==> src/rtl/fetch_pkg.sv <==
// Shared types and constants for the instruction-fetch stage.
// No logic: state encoding, well-known instruction words and the default reset PC.
package fetch_pkg;

   typedef enum logic [1:0] {
      RUN    = 2'd0,
      HALTED = 2'd1,
      FAULT  = 2'd2
   } fetch_state_t;

   localparam logic [31:0] NOP_INSTR    = 32'h0000_0013;
   localparam logic [31:0] ECALL_INSTR  = 32'h0000_0073;
   localparam logic [31:0] EBREAK_INSTR = 32'h0010_0073;
   localparam logic [31:0] RESET_PC_DEF = 32'h0000_0000;

   function automatic logic is_halt_instr(input logic [31:0] instr);
      return (instr == ECALL_INSTR) || (instr == EBREAK_INSTR);
   endfunction

endpackage

==> src/rtl/if_id_reg.sv <==
// IF/ID pipeline register: flush beats load beats consume; one cycle from load to valid.
// Backpressure: contents hold while valid and not consumed; the parent only loads when the slot is free.
module if_id_reg
   import fetch_pkg::*;
#(
   parameter int XLEN = 32
) (
   input  logic            clk,
   input  logic            rst_n,
   input  logic            load,
   input  logic            flush,
   input  logic            consume,
   input  logic [31:0]     ld_instr,
   input  logic [XLEN-1:0] ld_pc,
   output logic            valid,
   output logic [31:0]     instr,
   output logic [XLEN-1:0] pc
);

   always_ff @(posedge clk) begin
      if (!rst_n) begin
         valid <= 1'b0;
         instr <= NOP_INSTR;
         pc    <= '0;
      end else if (flush) begin
         // Wrong-path contents are dropped; only the valid bit matters afterwards.
         valid <= 1'b0;
      end else if (load) begin
         valid <= 1'b1;
         instr <= ld_instr;
         pc    <= ld_pc;
      end else if (consume) begin
         valid <= 1'b0;
      end
   end

endmodule

==> src/rtl/fetch_stage.sv <==
// Fetch stage: owns the PC, reads the 64-word imem combinationally, one cycle to if_valid.
// Backpressure: stalls (PC and IF/ID hold) while if_valid && !id_ready; stops on ECALL/EBREAK or misaligned redirect.
module fetch_stage
   import fetch_pkg::*;
#(
   parameter int              XLEN     = 32,
   parameter int              IMEM_AW  = 6,
   parameter logic [XLEN-1:0] RESET_PC = RESET_PC_DEF
) (
   input  logic               clk,
   input  logic               rst_n,
   output logic [IMEM_AW-1:0] imem_addr,
   input  logic [31:0]        imem_data,
   input  logic               redirect_valid,
   input  logic [XLEN-1:0]    redirect_pc,
   input  logic               id_ready,
   output logic               if_valid,
   output logic [31:0]        if_instr,
   output logic [XLEN-1:0]    if_pc,
   output logic               halted,
   output logic               fault,
   output logic [XLEN-1:0]    fault_pc,
   output logic [31:0]        fetch_count
);

   fetch_state_t    state;
   logic [XLEN-1:0] pc;
   logic            accept;
   logic            slot_free;
   logic            redir_take;
   logic            capture;

   assign imem_addr  = pc[IMEM_AW+1:2];
   assign accept     = if_valid && id_ready;
   assign slot_free  = !if_valid || id_ready;
   assign redir_take = redirect_valid && (state != FAULT);
   assign capture    = (state == RUN) && !redirect_valid && slot_free;

   always_ff @(posedge clk) begin
      if (!rst_n) begin
         state    <= RUN;
         pc       <= RESET_PC;
         halted   <= 1'b0;
         fault    <= 1'b0;
         fault_pc <= '0;
      end else if (redir_take) begin
         if (redirect_pc[1:0] == 2'b00) begin
            // A taken redirect also cancels a halt fetched on the wrong path.
            state  <= RUN;
            pc     <= redirect_pc;
            halted <= 1'b0;
         end else begin
            state    <= FAULT;
            halted   <= 1'b0;
            fault    <= 1'b1;
            fault_pc <= redirect_pc;
         end
      end else if (capture) begin
         if (is_halt_instr(imem_data)) begin
            state  <= HALTED;
            halted <= 1'b1;
         end else begin
            pc <= pc + XLEN'(4);
         end
      end
   end

   always_ff @(posedge clk) begin
      if (!rst_n) begin
         fetch_count <= '0;
      end else if (accept) begin
         fetch_count <= fetch_count + 32'd1;
      end
   end

   if_id_reg #(
      .XLEN (XLEN)
   ) u_if_id_reg (
      .clk      (clk),
      .rst_n    (rst_n),
      .load     (capture),
      .flush    (redir_take),
      .consume  (accept),
      .ld_instr (imem_data),
      .ld_pc    (pc),
      .valid    (if_valid),
      .instr    (if_instr),
      .pc       (if_pc)
   );

endmodule

==> config.mk <==
export PLATFORM = sky130hd
export DESIGN_NAME = fetch_stage
export DESIGN_NICKNAME = d
export VERILOG_FILES = /design/src/rtl/fetch_pkg.sv /design/src/rtl/if_id_reg.sv /design/src/rtl/fetch_stage.sv
export SDC_FILE = /design/constraint.sdc
export NUM_CORES = 1
export LEC_CHECK = 0
export ABC_AREA = 1
export ABC_CLOCK_PERIOD_IN_PS = 3090
export BUFFER_PORTS_ARGS = -buffer_cell sky130_fd_sc_hd__buf_4
export CAP_MARGIN = 15
export CORE_MARGIN = 2
export CORE_UTILIZATION = 45
export CTS_CLUSTER_DIAMETER = 120
export DETAILED_ROUTE_END_ITERATION = 12
export PLACE_DENSITY_LB_ADDON = 0.05
export SYNTH_ARGS = -nofsm -noshare
export SYNTH_HDL_FRONTEND = slang
export SYNTH_SLANG_ARGS = --single-unit
==> constraint.sdc <==
create_clock -name clk -period 3.09 [get_ports clk]
set_clock_uncertainty 0.1 [all_clocks]
set_input_delay 0.1545 -clock clk [delete_from_list [all_inputs] [get_ports clk]]
set_output_delay 0.1545 -clock clk [all_outputs]
set_load 0.01 [all_outputs]
==> impl_metrics.toml <==
[clocking]
postCtsSetupBuffers = 0
cts_buffers = 17
clk_pin_slew_ps = 60
clock_sinks = 165
root_buffer = "clkbuf_16"
htree_num_levels = 4
post_cts_resized = 0
cts_tree = "done"
clockBufferDepth = 2
cts_hold_buf = 66
clk_latency_ps = 420

[routing]
vias = 8002
detail_route.iter0.violations = 378
dr.pass1.iters = 5
wl_per_cell_um = 14.2
drt_wl_total_um = 22900
viasPerCell = 4.96
ant_nets = 0
drc_errors = 0

[grt]
overflow = 0
gr-usage-all-layers_pct = 25.2
grt_max_degree = 88
antenna_found_initial = 0
grt_pass1_vias = 7442
grt_pass1_wl_um = 36500

[setup_path]
worst_ep_required_time_ps = 3300
path_buf_inv = 4
crit_family = "buffers and inverters"
cpPeakStageDelay_ps = 540
r2r_cells = 6
cp.arrival_ps = 2340
startpoint_type = "input pin"
reg2reg_slack_ps = 1100
path_class = "input pin to flop"
slowest_stage = "dlygate4sd3_1"
cp_common_cell = "nand2_1"
rr_endpoint = "u_if_id_reg.pc[16]$_SDFFE_PN0P_"
r2r_start = "state[1]$_SDFFE_PN0P_"
crit_path_end_kind = "flop"
crit_chain = "dlygate4sd3_1, buf_4, inv_1, nand2_1, nor2_1, nand2_1, nor2_1, nand2_1, nand2_1, nand2_1, buf_4, o21ai_0, nor2_1"
worst-path-max-fanout = 48

[yosys]
postSynth.asyncResetShare_pct = 0
synthTopCellsByArea = "dfxtp_1, nand2_1, a21oi_1"
synth_common_cells = "nand2_1, dfxtp_1, nor2_1"
yosysTopAreaCell = "dfxtp_1"
ys_seq_area_share_pct = 43.0
synth_compound_area_share_pct = 14.1
netlist_area_um2 = 7680
synthXorXnorAreaFrac_pct = 1.25
yosys_warnings = 0
synthCells = 1138
yosysUniqueCellTypes = 37
synth_edf_count = 0
synthAdderAreaFrac_pct = 0.326
synth_flop_cell = "dfxtp_1"
synth_top_area_share_pct = 43.0
synthMuxAreaShare_pct = 0
syn-num-nets = 1208
yosysMostFrequentCell = "nand2_1"
synth-simple-area-share_pct = 33.3
synth_top_family_by_area = "simple AND/OR/NAND/NOR gates"
synth-seq-cells = 165
syn_avg_cell_area_um2 = 6.75

[cells_and_area]
fillers = 1566
num_antenna_cells = 0
nets = 1451
finish.utilization_pct = 63.0
drive_gt1_share_pct = 19.8
area_growth_pct = 36.3

[sta]
fin_ws_ps = 957
worstMarginPinSlew_ps = 1010
fin_crit_sh_pct = 69.0
rsz0062_at_grt = "false"
setup_tns_ps = 0
min_period_ps = 2130
report.final.hold_viol_count = 0
drv_slew = 0
max_freq_mhz = 469
relSlewSlack_pct = 32.8
setup_viol = 0

[place]
preCtsSetupSlack_ps = 1130
gp_congestion = 0.902
place_hpwl_um = 15700
io_buffer_count = 204

[floorplanning]
die_h_um = 135
die_w_um = 135
die_area_um2 = 18100
rows = 47
start_util_pct = 46.2
ios = 205
core_um2 = 16600

[power_and_ir_drop]
total_power_mw = 5.11
ir_worst_vdd_mv = 0.399
cellPowerDensity_nw_per_um2 = 488
leakagePower_nw = 4.49

[hold_path]
hold_end = "fetch_count[8]$_SDFFE_PN0P_"
min_path_type = "input pin to flop"
hp-start = "rst_n"
min_delay_path_depth = 3

[outcome]
status = "finished, final reports clean"

[job]
drv_cap = 0
-- state kept, by name, indices dropped and copies added, names as in the netlist --
signal             cells
pc                    32
u_if_id_reg.pc        32
fault                  1
state                  2
halted                 1
fetch_count           32
u_if_id_reg.instr     32
fault_pc              32
u_if_id_reg.valid      1
-- tightest hold or removal path, cell delays in order --
cell	delay, ps
buf_4	90
inv_2	220
nor2_1	170
-- stage by stage --
stage	hold slack (ps)	instances	instance area, um^2
2_1_floorplan	168	1138	7680
3_3_place_gp	269	1516	9300
3_5_place_dp	274	1516	9300
4_1_cts	148	1612	10500
5_1_grt	192	1612	10500
6_report	170	1612	10500
-- how the worst max path moves through the flow --
stage / startpoint / to / slack (ps) / depth (start not counted)
floorplan: fetch_count[1]$_SDFFE_PN0P_ / fetch_count[26]$_SDFFE_PN0P_ / 1430 / 10
CTS: imem_data[25] / pc[9]$_SDFFE_PN0P_ / 1020 / 14
finish: imem_data[27] / pc[19]$_SDFFE_PN0P_ / 960 / 13
detailed placement: state[1]$_SDFFE_PN0P_ / u_if_id_reg.instr[9]$_SDFFE_PN0P_ / 1130 / 6
global route: imem_data[24] / pc[31]$_SDFFE_PN0P_ / 790 / 13
global placement: imem_data[27] / pc[31]$_SDFFE_PN0P_ / 1140 / 12
-- area by class of cell --
cell class                      instances  area [um^2]  share of cell area (%)
Tap cell                              220          275                    2.63
Clock inverter                          4         23.8                   0.227
Clock buffer                           26          489                    4.67
Multi-Input combinational cell        826         3780                    36.0
Inverter                               91          342                    3.26
Timing Repair Buffer                  280         2270                    21.6
Sequential cell                       165         3300                    31.5
-- kinds of logic (layout without fill, tap and decap cells) --
group                    count (synthesis)  in the layout
XOR/XNOR                                11             11
AND/OR/NAND/NOR                        600            600
flip-flops                             165            165
adder cells (fa/ha/maj)                  2              2
buffers and inverters                  147            401
AO/OA/AOI/OAI                          213            213
-- per-layer routing --
metal | GRT usage (%) | wire (um) | vias up
met5 | 0 | 0 | -
li1 | - | - | 4104
met4 | 9.30 | 582 | 0
met1 | 29.2 | 9530 | 3651
met3 | 4.62 | 977 | 38
met2 | 45.9 | 11800 | 209
-- power by group --
group | internal (mW) | switching [mW]
Clock | 1.08 | 0.819
Sequential | 2.27 | 0.118
Combinational | 0.375 | 0.453
-- cells in the final DEF, fill, tap and decap left out, types with 3 or more instances in the layout --
| master | count |
|---|---|
| o21ai_1 | 7 |
| xor2_1 | 8 |
| buf_4 | 214 |
| dfxtp_1 | 165 |
| nand2_2 | 7 |
| o21ai_0 | 79 |
| nand3_1 | 43 |
| inv_1 | 87 |
| nor2_4 | 6 |
| nor2_1 | 145 |
| nand4_1 | 8 |
| xnor2_1 | 3 |
| a21oi_1 | 119 |
| clkbuf_8 | 3 |
| dlygate4sd3_1 | 66 |
| nor3_2 | 4 |
| inv_2 | 3 |
| nand3b_1 | 8 |
| clkbuf_16 | 17 |
| clkbuf_1 | 6 |
| nor3_1 | 19 |
| clkinv_2 | 3 |
| nand2_1 | 341 |
| nor2_2 | 9 |
(Power assumes the default switching activity.)
